## config.mk

```make
export PLATFORM = sky130hd
export DESIGN_NAME = mul_div_unit
export DESIGN_NICKNAME = d
export VERILOG_FILES = /design/src/rtl/mul_div_pkg.sv /design/src/rtl/mul_div_unit.sv
export SDC_FILE = /design/constraint.sdc
export NUM_CORES = 1
export LEC_CHECK = 0
export BUFFER_PORTS_ARGS = -buffer_cell sky130_fd_sc_hd__buf_2
export CORE_UTILIZATION = 62
export CTS_CLUSTER_DIAMETER = 60
export CTS_CLUSTER_SIZE = 16
export DETAILED_ROUTE_END_ITERATION = 10
export GPL_ROUTABILITY_DRIVEN = 0
export HOLD_SLACK_MARGIN = 0.1
export PLACE_DENSITY_LB_ADDON = 0.15
export REMOVE_ABC_BUFFERS = 1
export SLEW_MARGIN = 20
export SYNTH_ARGS = -nofsm -noshare
export SYNTH_HDL_FRONTEND = slang
export SYNTH_SLANG_ARGS = --single-unit
```

## constraint.sdc

```tcl
create_clock -name CLK -period 12.57 [get_ports CLK]
set_input_delay 1.8855 -clock CLK [delete_from_list [all_inputs] [get_ports CLK]]
set_output_delay 1.8855 -clock CLK [all_outputs]
set_load 0.02 [all_outputs]
```

## src/rtl/mul_div_pkg.sv

```systemverilog
// Shared encodings for the iterative multiply/divide unit: op codes, FSM states and
// the step-counter width helper.
package mul_div_pkg;

    localparam logic [2:0] OP_MULT  = 3'd0;
    localparam logic [2:0] OP_MULTU = 3'd1;
    localparam logic [2:0] OP_DIV   = 3'd2;
    localparam logic [2:0] OP_DIVU  = 3'd3;
    localparam logic [2:0] OP_MTHI  = 3'd4;
    localparam logic [2:0] OP_MTLO  = 3'd5;

    localparam logic [1:0] ST_IDLE = 2'd0;
    localparam logic [1:0] ST_CALC = 2'd1;
    localparam logic [1:0] ST_FIX  = 2'd2;

    function automatic int unsigned cnt_width(input int unsigned xlen);
        return $clog2(xlen);
    endfunction

endpackage

```

## src/rtl/mul_div_unit.sv

```systemverilog
// Iterative multiply/divide unit owning HI/LO: radix-2 shift-add multiply and restoring divide.
// Optional MUL_DIV_EARLY_OUT_EN shortens multiplies with small multipliers and divides by zero.
module mul_div_unit
    import mul_div_pkg::*;
#(
    parameter int unsigned XLEN = 32
) (
    input  logic            CLK,
    input  logic            RST_N,
    input  logic            start,
    input  logic [2:0]      op,
    input  logic [XLEN-1:0] rs,
    input  logic [XLEN-1:0] rt,
    input  logic            flush,
    output logic            busy,
    output logic            done,
    output logic [XLEN-1:0] hi,
    output logic [XLEN-1:0] lo
);

    localparam int unsigned     CntW   = cnt_width(XLEN);
    localparam logic [CntW-1:0] CntOne = CntW'(1);
    localparam logic [CntW-1:0] CntTop = CntW'(XLEN - 1);
`ifdef MUL_DIV_EARLY_OUT_EN
    localparam bit              EarlyOut = 1'b1;
    localparam logic [XLEN-1:0] One      = XLEN'(1);
`else
    localparam bit              EarlyOut = 1'b0;
`endif

    logic [1:0]      state_q, state_d;
    logic [CntW-1:0] cnt_q, cnt_d;
    logic [XLEN-1:0] acc_hi_q, acc_hi_d;  // product upper half / partial remainder
    logic [XLEN-1:0] acc_lo_q, acc_lo_d;  // multiplier+product lower half / dividend+quotient
    logic [XLEN-1:0] opb_q, opb_d;        // multiplicand / divisor magnitude
    logic            is_div_q, is_div_d;
    logic            neg_res_q, neg_res_d;
    logic            neg_rem_q, neg_rem_d;
    logic            div0_q, div0_d;
    logic [XLEN-1:0] hi_q, hi_d;
    logic [XLEN-1:0] lo_q, lo_d;
    logic            done_q, done_d;

    logic            op_mul, op_div, op_signed, rs_neg, rt_neg, div0_now;
    logic [XLEN-1:0] rs_mag, rt_mag;

    logic [XLEN:0]   add_a, add_b;
    logic            add_cin;
    logic [XLEN+1:0] add_sum;
    logic            no_borrow;

    logic            mul_done_early;
    logic [2*XLEN-1:0] prod_full, prod_res;
    logic [XLEN-1:0] quo_res, rem_res;

    always_comb begin
        op_mul    = (op == OP_MULT) || (op == OP_MULTU);
        op_div    = (op == OP_DIV) || (op == OP_DIVU);
        op_signed = (op == OP_MULT) || (op == OP_DIV);
        rs_neg    = op_signed && rs[XLEN-1];
        rt_neg    = op_signed && rt[XLEN-1];
        rs_mag    = rs_neg ? -rs : rs;
        rt_mag    = rt_neg ? -rt : rt;
        div0_now  = op_div && (rt == '0);
    end

    // Single XLEN+1-bit adder: accumulate for multiply, trial-subtract for divide.
    always_comb begin
        add_a   = '0;
        add_b   = '0;
        add_cin = 1'b0;
        if (state_q == ST_CALC) begin
            if (is_div_q) begin
                add_a   = {acc_hi_q, acc_lo_q[XLEN-1]};
                add_b   = ~{1'b0, opb_q};
                add_cin = 1'b1;
            end else begin
                add_a = {1'b0, acc_hi_q};
                add_b = acc_lo_q[0] ? {1'b0, opb_q} : '0;
            end
        end
        add_sum   = {1'b0, add_a} + {1'b0, add_b} + {{(XLEN+1){1'b0}}, add_cin};
        no_borrow = add_sum[XLEN+1];
    end

`ifdef MUL_DIV_EARLY_OUT_EN
    logic [XLEN-1:0] rest_mask;
    // Multiplier bits still unconsumed after this step sit in acc_lo_q[cnt_q:1].
    assign rest_mask      = (One << cnt_q) - One;
    assign mul_done_early = !is_div_q && (((acc_lo_q >> 1) & rest_mask) == '0);
    // Skipped steps would only have shifted right; apply them in one go.
    assign prod_full      = {acc_hi_q, acc_lo_q} >> cnt_q;
`else
    assign mul_done_early = 1'b0;
    assign prod_full      = {acc_hi_q, acc_lo_q};
`endif

    always_comb begin
        prod_res = neg_res_q ? -prod_full : prod_full;
        quo_res  = div0_q ? '1 : (neg_res_q ? -acc_lo_q : acc_lo_q);
        rem_res  = neg_rem_q ? -acc_hi_q : acc_hi_q;
    end

    always_comb begin
        state_d   = state_q;
        cnt_d     = cnt_q;
        acc_hi_d  = acc_hi_q;
        acc_lo_d  = acc_lo_q;
        opb_d     = opb_q;
        is_div_d  = is_div_q;
        neg_res_d = neg_res_q;
        neg_rem_d = neg_rem_q;
        div0_d    = div0_q;
        hi_d      = hi_q;
        lo_d      = lo_q;
        done_d    = 1'b0;

        if (flush) begin
            state_d = ST_IDLE;
        end else begin
            case (state_q)
                ST_IDLE: begin
                    if (start) begin
                        if (op == OP_MTHI) begin
                            hi_d = rs;
                        end else if (op == OP_MTLO) begin
                            lo_d = rs;
                        end else if (op_mul || op_div) begin
                            acc_hi_d  = '0;
                            acc_lo_d  = op_div ? rs_mag : rt_mag;
                            opb_d     = op_div ? rt_mag : rs_mag;
                            is_div_d  = op_div;
                            neg_res_d = rs_neg ^ rt_neg;
                            neg_rem_d = rs_neg;
                            div0_d    = div0_now;
                            cnt_d     = CntTop;
                            state_d   = ST_CALC;
                            if (EarlyOut && div0_now) begin
                                acc_hi_d = rs_mag;
                                state_d  = ST_FIX;
                            end
                        end
                    end
                end
                ST_CALC: begin
                    if (is_div_q) begin
                        acc_hi_d = no_borrow ? add_sum[XLEN-1:0] : add_a[XLEN-1:0];
                        acc_lo_d = {acc_lo_q[XLEN-2:0], no_borrow};
                    end else begin
                        acc_hi_d = add_sum[XLEN:1];
                        acc_lo_d = {add_sum[0], acc_lo_q[XLEN-1:1]};
                    end
                    // cnt_q is kept on exit: it is the number of skipped multiply shifts.
                    if ((cnt_q == '0) || mul_done_early) begin
                        state_d = ST_FIX;
                    end else begin
                        cnt_d = cnt_q - CntOne;
                    end
                end
                ST_FIX: begin
                    if (is_div_q) begin
                        hi_d = rem_res;
                        lo_d = quo_res;
                    end else begin
                        hi_d = prod_res[2*XLEN-1:XLEN];
                        lo_d = prod_res[XLEN-1:0];
                    end
                    done_d  = 1'b1;
                    state_d = ST_IDLE;
                end
                default: state_d = ST_IDLE;
            endcase
        end
    end

    always_ff @(posedge CLK or negedge RST_N) begin
        if (!RST_N) begin
            state_q   <= ST_IDLE;
            cnt_q     <= '0;
            acc_hi_q  <= '0;
            acc_lo_q  <= '0;
            opb_q     <= '0;
            is_div_q  <= 1'b0;
            neg_res_q <= 1'b0;
            neg_rem_q <= 1'b0;
            div0_q    <= 1'b0;
            hi_q      <= '0;
            lo_q      <= '0;
            done_q    <= 1'b0;
        end else begin
            state_q   <= state_d;
            cnt_q     <= cnt_d;
            acc_hi_q  <= acc_hi_d;
            acc_lo_q  <= acc_lo_d;
            opb_q     <= opb_d;
            is_div_q  <= is_div_d;
            neg_res_q <= neg_res_d;
            neg_rem_q <= neg_rem_d;
            div0_q    <= div0_d;
            hi_q      <= hi_d;
            lo_q      <= lo_d;
            done_q    <= done_d;
        end
    end

    assign busy = (state_q != ST_IDLE);
    assign done = done_q;
    assign hi   = hi_q;
    assign lo   = lo_q;

endmodule

```

==> results.yml, run 1 <==
power_and_ir_drop:
  vdd_drop_max_uv: 86.7
  seqPwrFrac: 0.394
  total_power_uw: 2050
  p_leak_uw: 0.00701
  combPwrFrac: 0.357
  cellInternalPower_uw: 1230
  power_frac_clock: 0.250
  switching_share: 0.400
  switching_power_uw: 821
  power.density_mw_per_mm2: 133
worst_setup_path:
  critPathKind: "reg -> reg"
  critPathRequiredTime_ps: 12840
  crit_path_end_kind: "flop"
  r2r-start: "state_q[1]$_DFFE_PN0P_"
  reg2reg_depth: 13
  start_kind: "flop"
  cp.arrival_ps: 5150
  reg2reg_setup_slack_ps: 7690
  endpoint: "acc_hi_q[15]$_DFFE_PN0P_"
  reg2reg_to: "acc_hi_q[15]$_DFFE_PN0P_"
  setup.worst_path.start: "state_q[1]$_DFFE_PN0P_"
  critical_path.max_fanout: 84
route:
  dr.pass1.iters: 8
  via_per_inst: 6.52
  wl_per_cell_um: 20.5
  finalWirelength_um: 43300
  via_count: 13760
  drt-initial-drc-count: 1660
  antenna_left: 0
  route.detailed.drc: 0
global_route:
  gr-total-overflow: 0
  antenna_found_initial: 0
  grt_pass1_wl_um: 68900
  grt_util_all_layers: 0.371
  grt_max_degree: 85
  first_global_vias: 12830
layout:
  n_antenna_cell: 0
  syn2layout_area_growth_pct: 8.83
  drive_gt1_frac: 0.133
  final_nets: 1924
floorplan:
  fp.dieH_um: 153
  die_width_um: 153
  coreArea_mm2: 0.0226
  die_area_mm2: 0.0235
  rows: 55
  ios: 137
  start_util: 0.630
yosys:
  synth.avg_cell_area_um2: 8.01
  synthCells: 1775
  synth_top_cell_by_area: "dfrtp_1"
  ys_seq_elements: 172
  ys_types: 76
  synth_warnings: 0
  synth_top_cell_area_share: 0.303
  synthTopCellsByArea: "dfrtp_1 (30%), mux2i_1 (9.7%), xnor2_1 (5.7%)"
  synth-edff-count: 0
  synth_area_mm2: 0.0142
  synthArstFlopShare: 1.00
  synth_top_flop_cell: "dfrtp_1"
  ys_seq_area_frac: 0.303
clocking:
  cts_setup_buffers: 0
  tritoncts: "built"
  htreeDepth: 4
  cts_buffers: 17
  cts.sinks: 172
  cts_max_path_buffers: 2
  clkTransAtPathRegs_ps: 70
  hold_buffers: 0
  cts.repair.resized: 0
  clk_latency_ps: 440
  root_buffer: "clkbuf_16"
placement:
  dp_slack_ps: 7760
  hpwl_um: 31500
  port_buffers: 136
sta:
  fin_ws_ps: 7690
  fin_crit_sh: 0.388
  finalCriticalPeriod_ps: 4880
  fin_tns_setup_ps: 0
  fmax_mhz: 205
  fin_skew_ps: 13.9
  slew_headroom: 0.282
  tightest_slew_ps: 1080
  slew_violations: 0
  rsz0062_at_grt: "false"
  timing.final.setup_violations: 0
  finalHoldViolations: 0
outcome:
  outcome: "finished clean"
hold_path:
  hp-class: "reg -> reg"
run:
  max_cap_violations: 0
through the flow:
stage           util  hold slack (ps)  cell area (um^2)  std cells
2_1_floorplan      -              462             13700       1639
3_3_place_gp   0.661              455             14900       2079
3_5_place_dp   0.661              461             14900       2079
4_1_cts        0.685              476             15500       2111
5_1_grt        0.685              484             15500       2111
6_report       0.685              472             15500       2111
flip-flops by register name, summed over array words and instances (netlist names):
| register | count |
|---|---|
| acc_hi_q | 32 |
| acc_lo_q | 32 |
| hi | 32 |
| lo | 32 |
| opb_q | 32 |
| cnt_q | 5 |
| state_q | 2 |
| div0_q | 1 |
| done | 1 |
| is_div_q | 1 |
| neg_rem_q | 1 |
| neg_res_q | 1 |
Yosys cell counts (34+ instances only):
cell and number:
xnor2_1 92, ha_1 38, clkbuf_1 114, nor2_1 188, mux2i_1 138, nor3_1 43, o21ai_0 156, dfrtp_1 172
nand2_1 210, a21oi_1 101, o22ai_1 34, xor2_1 60
worst max-delay path, stage by stage (launching register included):
cell and delay, ps:
dfrtp_1 600, nand2b_4 490, buf_4 770, nor2_1 230, ha_1 440, a21oi_1 300, o21a_1 180, nand2_1 70
o21ai_2 280, o31ai_2 160, a221oi_4 230, buf_4 520, mux2i_1 250, o221ai_1 120
final cells by class:
type                            count  area, um^2
Clock buffer                       20         437
Timing Repair Buffer              155         830
Sequential cell                   172        4310
Multi-Input combinational cell   1443        9340
Fill cell                        1919        7100
Tap cell                          285         357
Inverter                           24        90.1
Clock inverter                     12         111
routing by layer:
layer | up-vias | share of wire | wire (um) | global-route usage
met3 | 129 | 0.098 | 4240 | 0.0683
li1 | 6430 | - | - | -
met2 | 743 | 0.45 | 19600 | 0.582
met5 | - | 0 | 0 | 0
met4 | 0 | 0.037 | 1600 | 0.153
met1 | 6458 | 0.41 | 17900 | 0.504
kinds of logic after synthesis:
logic type      synth area share
compound gates             0.219
xor+xnor                  0.0937
fa+ha+maj                 0.0363
buf+inv                   0.0447
flops                      0.303
mux                        0.111
simple gates               0.193
worst min-delay path by stage:
stage                               startpoint                   end  slack [ps]  cells past startpoint
after floorplan           cnt_q[0]$_DFFE_PN0P_  cnt_q[0]$_DFFE_PN0P_         460                      1
after global placement      lo[16]$_DFFE_PN0P_    lo[16]$_DFFE_PN0P_         460                      2
after detailed placement    hi[12]$_DFFE_PN0P_    hi[12]$_DFFE_PN0P_         460                      1
after CTS                   hi[12]$_DFFE_PN0P_    hi[12]$_DFFE_PN0P_         480                      1
after global routing         lo[4]$_DFFE_PN0P_     lo[4]$_DFFE_PN0P_         480                      1
final                       lo[10]$_DFFE_PN0P_    lo[10]$_DFFE_PN0P_         470                      2
cell usage in the layout (no fill, tap or decap), types with 9 or more instances in the layout:
master     instances
a21oi_1          101
a211oi_1          12
buf_4             19
o21ai_0          156
nand2b_1           9
ha_1              38
xor2_1            60
inv_1             23
clkbuf_16         17
o41ai_1           10
o211ai_1          10
nor2_1           187
a22oi_1           29
or4_1             16
xnor2_1           92
o21ai_1           23
nand4_1            9
a21o_1            24
dfrtp_1          171
and3_1            15
o22ai_1           34
nor2b_1            9
nor3_1            42
nor4_1            14
nand3_1           20
mux2i_1          138
mux2_2            17
buf_2            135
or3_1             14
o31ai_1           26
nand2_1          210
a31oi_1           31
power groups by stage:
stage	clock network (uW)	logic [uW]	registers, uW
floorplan	0	449	846
global placement	0	703	808
detailed placement	0	717	811
CTS	512	722	804
global route	536	801	820
finish	513	733	809
No activity file was read; power rests on OpenSTA's default activity.
==> run 2, diff against run 1 <==
CORE_UTILIZATION = 61   (was 62)
clock period = 4.9 ns   (was 12.57 ns; I/O delays follow)
==> run 2 against run 1 <==
Wire length rose by 2.0%. First-iteration DRC count fell by 2.7%. Count of clock-buffer cells in the layout shrank 2. Register-to-register slack got worse by 7100 ps. Sequential share of layout area is 0.36 points lower. Final area increased by 1.3%. Non-clock buffer count increased by 8. Via count rose by 0.99%. Utilization increased by 0.28 points. Clock skew is 0.54 ps higher. Critical endpoint is now acc_hi_q[29]$_DFFE_PN0P_. Largest power group unchanged.
==> results.yml, run 2 (synthesized netlist as in run 1, its figures left out) <==
outcome:
  outcome: "finished clean"
power_and_ir_drop:
  p_leak_uw: 0.00710
  power_frac_clock: 0.273
  total_power_uw: 5480
  switching_share: 0.390
  cellInternalPower_uw: 3350
  combPwrFrac: 0.351
  vdd_drop_max_uv: 186
  seqPwrFrac: 0.376
  power.density_mw_per_mm2: 350
  switching_power_uw: 2140
sta:
  finalCriticalPeriod_ps: 4300
  timing.final.setup_violations: 0
  fin_tns_setup_ps: 0
  slew_violations: 0
  tightest_slew_ps: 1150
  slew_headroom: 0.230
  fin_skew_ps: 14.4
  finalHoldViolations: 0
  rsz0062_at_grt: "false"
  fin_crit_sh: 0.878
  fmax_mhz: 232
  fin_worst_hold_slack_ps: 348
global_route:
  grt_pass1_wl_um: 69800
  antenna_found_initial: 0
  grt_util_all_layers: 0.374
  gr-total-overflow: 0
  grt_max_degree: 110
  first_global_vias: 12934
clocking:
  cts_buffers: 17
  tritoncts: "built"
  htreeDepth: 4
  clkTransAtPathRegs_ps: 70
  cts.repair.resized: 0
  hold_buffers: 0
  clk_latency_ps: 440
  cts.sinks: 172
  cts_max_path_buffers: 2
  root_buffer: "clkbuf_16"
  cts_setup_buffers: 0
run:
  max_cap_violations: 0
hold_path:
  hp-class: "in -> async"
route:
  route.detailed.drc: 0
  dr.pass1.iters: 6
  antenna_left: 0
  drt-initial-drc-count: 1615
  via_per_inst: 6.47
  finalWirelength_um: 44200
  wl_per_cell_um: 20.6
  via_count: 13896
worst_setup_path:
  crit_path_end_kind: "flop"
  critPathRequiredTime_ps: 5180
  start_kind: "flop"
  critPathKind: "reg -> reg"
  worst_path_largest_cell_delay_ps: 600
  critical_path.max_fanout: 24
  critPathTopFamily: "compound AO/OA/AOI/OAI gates"
  cp_slowest_cell: "dfrtp_4"
  worstPathCellList: "nor2_2 -> buf_4 -> mux2i_1 -> nor2_1 -> fa_1 -> fa_1 -> a21o_1 -> a311oi_1 -> nor3_1 -> nor3b_2 -> nor2_1 -> o21ai_1 -> xnor2_1 -> a222oi_1 -> o31ai_1"
  reg2reg_setup_slack_ps: 600
  crit_buf_inv: 1
  cp.arrival_ps: 4590
layout:
  layout_commonest_cell: "nand2_1"
  n_antenna_cell: 0
  syn2layout_area_growth_pct: 10.3
  fillers: 1897
  drive_gt1_frac: 0.138
  layout_common_cells: "nand2_1 (210), nor2_1 (187), dfrtp_1 (171)"
  final_nets: 1932
floorplan:
  die_area_mm2: 0.0239
  die_width_um: 155
  fp.dieH_um: 155
  rows: 55
  ios: 137
  coreArea_mm2: 0.0228
  start_util: 0.624
placement:
  hpwl_um: 32500
  port_buffers: 136
==> run 2: final cells by class <==
type,instances,area (um^2),area share
Clock buffer,18,439,0.0280
Timing Repair Buffer,163,905,0.0577
Inverter,24,90.1,0.00575
Multi-Input combinational cell,1443,9340,0.596
Clock inverter,14,204,0.0130
Sequential cell,172,4310,0.275
Tap cell,313,392,0.0250
==> run 2: metal layers <==
metal / share of wire / up-vias / GRT usage
met2: 0.45 / 778 / 0.590
met3: 0.096 / 123 / 0.0546
met4: 0.042 / 0 / 0.162
met1: 0.41 / 6531 / 0.512
met5: 0 / - / 0
li1: - / 6464 / -
==> run 2: power by group through the flow <==
stage	sequential, uW	clock, uW	combinational [uW]
2_1_floorplan	2170	0	1150
3_3_place_gp	2060	0	1840
3_5_place_dp	2070	0	1870
4_1_cts	2050	1510	1890
5_1_grt	2090	1560	2100
6_report	2060	1500	1920
==> run 2: worst register-to-register path: cells and delay by family, from the launching register on <==
kind	cells	cell delay (ps)
adders and majority gates	2	870
xor gates and xnor gates	1	100
DFF	1	600
AOI/OAI and AO/OA	5	1300
buffers and inverters	1	210
muxes	1	140
and+or+nand+nor	5	920
==> run 2: path summary, 6_finish.rpt <==
kind                                             to                 start  cells after the start
max                        acc_hi_q[29]$_DFFE_PN0P_  is_div_q$_DFFE_PN0P_                     15
min                        acc_lo_q[23]$_DFFE_PN0P_                 RST_N                      1
max reg2reg                acc_hi_q[29]$_DFFE_PN0P_  is_div_q$_DFFE_PN0P_                     15
min reg2reg                      lo[26]$_DFFE_PN0P_    lo[26]$_DFFE_PN0P_                      2
max in group asynchronous     opb_q[20]$_DFFE_PN0P_                 RST_N                      2
min in group CLK                 lo[26]$_DFFE_PN0P_    lo[26]$_DFFE_PN0P_                      2
==> run 2: through the flow <==
step | instance area [um^2] | cells | setup WS [ps] | utilization
finish | 15700 | 2147 | 596 | 0.688
detailed placement | 15000 | 2115 | 676 | 0.660
global placement | 15000 | 2115 | 818 | 0.660
CTS | 15700 | 2147 | 663 | 0.688
global route | 15700 | 2147 | 339 | 0.688
floorplan | 13700 | 1639 | -3770 | -
